File: src/rtl/tinyml_cmd_router.sv
// tinyml_cmd_router
//   Routes CPU custom-instruction commands to one of two command/response
//   slaves and returns their responses to the CPU in command-issue order.
//   function_id[9] selects the slave: 0 = tinyML accelerator, 1 = user unit.
//   Each issued command records its target in a small order FIFO; only the
//   slave named at the FIFO head may hand back a response. Responses pass
//   through one output register towards the CPU. With USER_ENABLE=0, user
//   commands are accepted and answered internally with ERR_RSP.
//
// Ports
//   clk, rstn                         clock, asynchronous active-low reset
//   cpu_cmd_*                         command from the CPU (valid/ready)
//   cpu_rsp_*                         registered response to the CPU
//   slv_cmd_*                         operands broadcast to both slaves
//   accel_cmd_* / accel_rsp_*         accelerator handshakes
//   user_cmd_*  / user_rsp_*          user-unit handshakes
//   outstanding                       commands issued, response not yet taken
//   busy                              outstanding != 0 or response pending
module tinyml_cmd_router #(
  parameter int          ORDER_DEPTH = 4,
  parameter int          ORDER_AW    = 2,
  parameter int          USER_ENABLE = 1,
  parameter logic [31:0] ERR_RSP     = 32'hDEAD_BEEF
) (
  input  logic                clk,
  input  logic                rstn,
  input  logic                cpu_cmd_valid,
  output logic                cpu_cmd_ready,
  input  logic [9:0]          cpu_cmd_function_id,
  input  logic [31:0]         cpu_cmd_inputs_0,
  input  logic [31:0]         cpu_cmd_inputs_1,
  output logic                cpu_rsp_valid,
  input  logic                cpu_rsp_ready,
  output logic [31:0]         cpu_rsp_outputs_0,
  output logic [9:0]          slv_cmd_function_id,
  output logic [31:0]         slv_cmd_inputs_0,
  output logic [31:0]         slv_cmd_inputs_1,
  output logic                accel_cmd_valid,
  input  logic                accel_cmd_ready,
  input  logic                accel_rsp_valid,
  output logic                accel_rsp_ready,
  input  logic [31:0]         accel_rsp_outputs_0,
  output logic                user_cmd_valid,
  input  logic                user_cmd_ready,
  input  logic                user_rsp_valid,
  output logic                user_rsp_ready,
  input  logic [31:0]         user_rsp_outputs_0,
  output logic [ORDER_AW:0]   outstanding,
  output logic                busy
);

  localparam logic [ORDER_AW:0] FULL_CNT = (ORDER_AW + 1)'(ORDER_DEPTH);
  localparam logic              USER_EN  = (USER_ENABLE != 0);

  // Order FIFO: one bit per outstanding command, 1 = user unit.
  logic                order_q [ORDER_DEPTH];
  logic [ORDER_AW-1:0] wr_ptr_q, wr_ptr_d;
  logic [ORDER_AW-1:0] rd_ptr_q, rd_ptr_d;
  logic [ORDER_AW:0]   count_q, count_d;
  logic                rsp_valid_q, rsp_valid_d;
  logic [31:0]         rsp_data_q, rsp_data_d;

  logic        full, empty, tgt, head, can_load;
  logic        push, pop, accel_fire, user_fire, err_fire;
  logic [31:0] load_data;

  assign full  = (count_q == FULL_CNT);
  assign empty = (count_q == '0);
  assign tgt   = cpu_cmd_function_id[9];
  assign head  = order_q[rd_ptr_q];

  // Command path is purely combinational; operands go to both slaves and
  // only the selected slave sees valid.
  assign slv_cmd_function_id = cpu_cmd_function_id;
  assign slv_cmd_inputs_0    = cpu_cmd_inputs_0;
  assign slv_cmd_inputs_1    = cpu_cmd_inputs_1;

  assign accel_cmd_valid = cpu_cmd_valid & ~tgt & ~full;
  assign user_cmd_valid  = cpu_cmd_valid & tgt & ~full & USER_EN;
  // A disabled user slot always accepts; the error word is produced later.
  assign cpu_cmd_ready   = ~full & (tgt ? (USER_EN ? user_cmd_ready : 1'b1)
                                        : accel_cmd_ready);
  assign push = cpu_cmd_valid & cpu_cmd_ready;

  // Only the slave at the FIFO head is offered ready, and only when the
  // output register can take a new word this cycle.
  assign can_load        = ~rsp_valid_q | cpu_rsp_ready;
  assign accel_rsp_ready = ~empty & ~head & can_load;
  assign user_rsp_ready  = ~empty & head & can_load & USER_EN;

  assign accel_fire = accel_rsp_valid & accel_rsp_ready;
  assign user_fire  = user_rsp_valid & user_rsp_ready;
  assign err_fire   = ~USER_EN & ~empty & head & can_load;
  assign pop        = accel_fire | user_fire | err_fire;

  assign load_data = accel_fire ? accel_rsp_outputs_0 :
                     user_fire  ? user_rsp_outputs_0  : ERR_RSP;

  always_comb begin
    wr_ptr_d    = wr_ptr_q;
    rd_ptr_d    = rd_ptr_q;
    count_d     = count_q;
    rsp_valid_d = rsp_valid_q;
    rsp_data_d  = rsp_data_q;

    if (push) wr_ptr_d = wr_ptr_q + ORDER_AW'(1);
    if (pop)  rd_ptr_d = rd_ptr_q + ORDER_AW'(1);

    case ({push, pop})
      2'b10:   count_d = count_q + (ORDER_AW + 1)'(1);
      2'b01:   count_d = count_q - (ORDER_AW + 1)'(1);
      default: count_d = count_q;
    endcase

    if (pop) begin
      rsp_valid_d = 1'b1;
      rsp_data_d  = load_data;
    end else if (cpu_rsp_ready) begin
      rsp_valid_d = 1'b0;
    end
  end

  always_ff @(posedge clk or negedge rstn) begin
    if (!rstn) begin
      for (int i = 0; i < ORDER_DEPTH; i++) order_q[i] <= 1'b0;
      wr_ptr_q    <= '0;
      rd_ptr_q    <= '0;
      count_q     <= '0;
      rsp_valid_q <= 1'b0;
      rsp_data_q  <= '0;
    end else begin
      if (push) order_q[wr_ptr_q] <= tgt;
      wr_ptr_q    <= wr_ptr_d;
      rd_ptr_q    <= rd_ptr_d;
      count_q     <= count_d;
      rsp_valid_q <= rsp_valid_d;
      rsp_data_q  <= rsp_data_d;
    end
  end

  assign cpu_rsp_valid     = rsp_valid_q;
  assign cpu_rsp_outputs_0 = rsp_data_q;
  assign outstanding       = count_q;
  assign busy              = ~empty | rsp_valid_q;

endmodule

File: config.mk
export PLATFORM = sky130hd
export DESIGN_NAME = tinyml_cmd_router
export DESIGN_NICKNAME = d
export VERILOG_FILES = /design/src/rtl/tinyml_cmd_router.sv
export SDC_FILE = /design/constraint.sdc
export NUM_CORES = 1
export LEC_CHECK = 0
export CAP_MARGIN = 20
export CORE_AREA = 2 2 103 105
export DETAILED_ROUTE_END_ITERATION = 12
export DIE_AREA = 0 0 105 107
export MAX_ROUTING_LAYER = met4
export PLACE_DENSITY = 0.73
export SETUP_SLACK_MARGIN = 0.02
export SYNTH_ARGS = -nofsm -noshare
export SYNTH_HDL_FRONTEND = slang
export SYNTH_SLANG_ARGS = --single-unit
File: constraint.sdc
create_clock -name clk -period 3.2 [get_ports clk]
set_input_delay 0.64 -clock clk [delete_from_list [all_inputs] [get_ports clk]]
set_output_delay 0.64 -clock clk [all_outputs]
set_load 0.03 [all_outputs]
==> metrics <==
PortBufs=115; starting density of the core=0.2938; crit path capture type=output port; Cells after Synth=between 200 and 250; synth unique cells=27; # DRC=0; CTS tree=done; Setup violations, final=0; CTS buffer count=5; post-layout minimum cycle time=2880 ps; pre-CTS setup slack=319.1 ps; dpl hpwl=4.592 mm; Synth Cell Area=roughly 3000 um^2; clk sink count=44; Hold WC Path Type=in -> async; Congestion Overflow GR=0; Final Power=between 0.003 and 0.004 W; Die X=105 um; Rel. slew slack=0.5877; vias post-DR=between 1.5k and 2k; antenna violations before repair=0; worst path required time=2560 ps; FMAX=347.2 MHz; GRT Total Usage=0.1106; final hold vios=0; pwr dens=roughly 1000 nW/um^2; worst-path maximum fanout=4; drt total wl=between 6 and 7 mm; clock buffer depth=2; # hold bufs at CTS=0; DRT antenna net count=0; first-pass GRT wire length=9.742 mm; Final Slew Violations=0; Post-CTS Setup Bufs=0; area grow syn2layout=28.65%; number of global-route vias before repair=1,978; status=finished clean; routed len/inst=around 15 um; root buf cell=clkbuf_8; Seq cells post-synth=44; largest net degree at the start of global routing=45; Peak VDD IR=slightly below 0.8 mV; starting DRC count in detailed routing=between 40 and 50; Diodes inserted=0; RSZ-0062 raised after global routing=false; Seq/Total Area, Yosys=0.3713; core area=10,090 um^2; category of the most critical setup path=in -> out; IO Count=~260; worst-margin pin slew=618.5 ps; final worst slack=319.8 ps; die height=~110 um; hold slack=317.4 ps; Die ar.=11,240 um^2; Multi-input gate area=approximately 1200 um^2; num rows=37; syn_nets=just under 400; Fill cells=around 1k; gpl congestion=0.6982; period utilization=0.9001; DR vias/cell=4.330; worst skew pair latency=roughly 290 ps; Clock transition at path regs=approximately 90 ps; CP Launch Type=input port; leak pwr=1.603 nW; flip-flop and latch area=1101 um^2; CTS H-Tree Depth=2; cts repair resizes=0; DR pass1 iterations=2; Final Skew=about 11 ps; Ys Warns=0; Max-Cap Viols=0; setup_tns=0 ps; WP data arrival=2240 ps; Nets=between 400 and 500; Avg Inst Size Synth=around 12 um^2; share of post-route cells with drive strength above 1=0.1910
==> layout make-up <==
class	instances	share of cell area
clock buffers	5	0.01804
repair buffers	120	0.3188
inverters	7	0.006888
well taps	136	0.04460
multi-input cells	110	0.3198
flip-flops and latches	44	0.2886
clock inverters	2	0.003280
==> worst paths after layout <==
check                                       from               endpoint  slack (ps)  depth (start not counted)
setup / recovery                   cpu_rsp_ready        accel_rsp_ready         320                          5
hold / removal                              rstn   cpu_rsp_outputs_0[3]         320                          1
setup reg to reg                     rd_ptr_q[0]         outstanding[2]         750                          9
hold reg to reg            cpu_rsp_outputs_0[11]  cpu_rsp_outputs_0[11]         490                          1
max in group asynchronous                   rstn  cpu_rsp_outputs_0[14]        2360                          2
min in group clk           cpu_rsp_outputs_0[11]  cpu_rsp_outputs_0[11]         490                          1
==> layer usage <==
layer,part of all wire,up-vias,GRT usage
met5,0,-,-
met2,0.51,100,0.1902
met4,0.030,0,0.04952
li1,-,818,-
met3,0.072,28,0.03040
met1,0.39,890,0.1198
==> critical path: stages <==
cell	delay (ps)
clkdlybuf4s50_1	490
nand2b_1	150
nand2_1	140
nor2_1	140
clkdlybuf4s50_1	680
==> through the flow <==
stage	area (um^2)	std cells	util
2_1_floorplan	2965	241	-
3_3_place_gp	3706	416	0.3672
3_5_place_dp	3706	416	0.3672
4_1_cts	3787	423	0.3753
5_1_grt	3815	424	0.3780
6_report	3815	424	0.3780
==> logic make-up (layout without fill, tap and decap cells) <==
group | count (synthesis) | count (layout) | share of synthesized area
xor+xnor | 6 | 6 | 0.01772
buf+inv | 87 | 134 | 0.2190
compound gates | 4 | 4 | 0.009281
mux | 72 | 72 | 0.3114
flops | 44 | 44 | 0.3713
fa+ha+maj | 6 | 6 | 0.02785
simple gates | 22 | 22 | 0.04346
==> report_power, final <==
group | total (W) | internal (W) | switching [W] | leakage (nW)
combinational | 0.00251 | 0.00131 | 0.00121 | 1.05
clock | 0.000340 | 0.000148 | 0.000192 | 0.0400
sequential | 0.00105 | 0.000856 | 0.000193 | 0.516
total | 0.00390 | 0.00231 | 0.00159 | 1.60
==> placed cells by master (no fill, tap or decap), types with 2 or more instances in the layout <==
master	netlist	layout
clkdlybuf4s50_1	0	114
dfrtp_1	44	44
mux2_1	32	32
mux2_4	28	28
nand2_1	8	8
mux2_2	8	8
inv_1	7	7
ha_1	5	5
clkbuf_8	0	5
nor2_1	4	4
xor2_1	4	4
mux2i_1	3	3
buf_4	74	3
nand2b_1	2	2
xnor2_1	2	2
o21ai_0	2	2
==> Yosys cell counts, drive strengths merged <==
master	count	area [um^2]
a211oi	1	12.51
a21oi	1	5.000
and2b	1	8.760
and3	2	13.77
buf	80	623.1
dfrtp	44	1101
fa	1	20.02
ha	5	62.56
inv	7	26.28
mux2	68	870.8
mux2i	3	30.03
mux4	1	22.52
nand2	8	30.03
nand2b	2	12.51
nor2	5	21.27
nor3	1	5.000
nor3b	1	7.510
nor4b	1	23.77
o21ai	2	10.01
or3	1	6.260
xnor2	2	17.52
xor2	4	35.03
==> sequential cells by signal (all words and copies together), names as in the netlist <==
register,flops
outstanding,3
rd_ptr_q,2
cpu_rsp_outputs_0,32
order_q,4
wr_ptr_q,2
cpu_rsp_valid,1
Note: power is estimated with default switching activity, not from simulation.
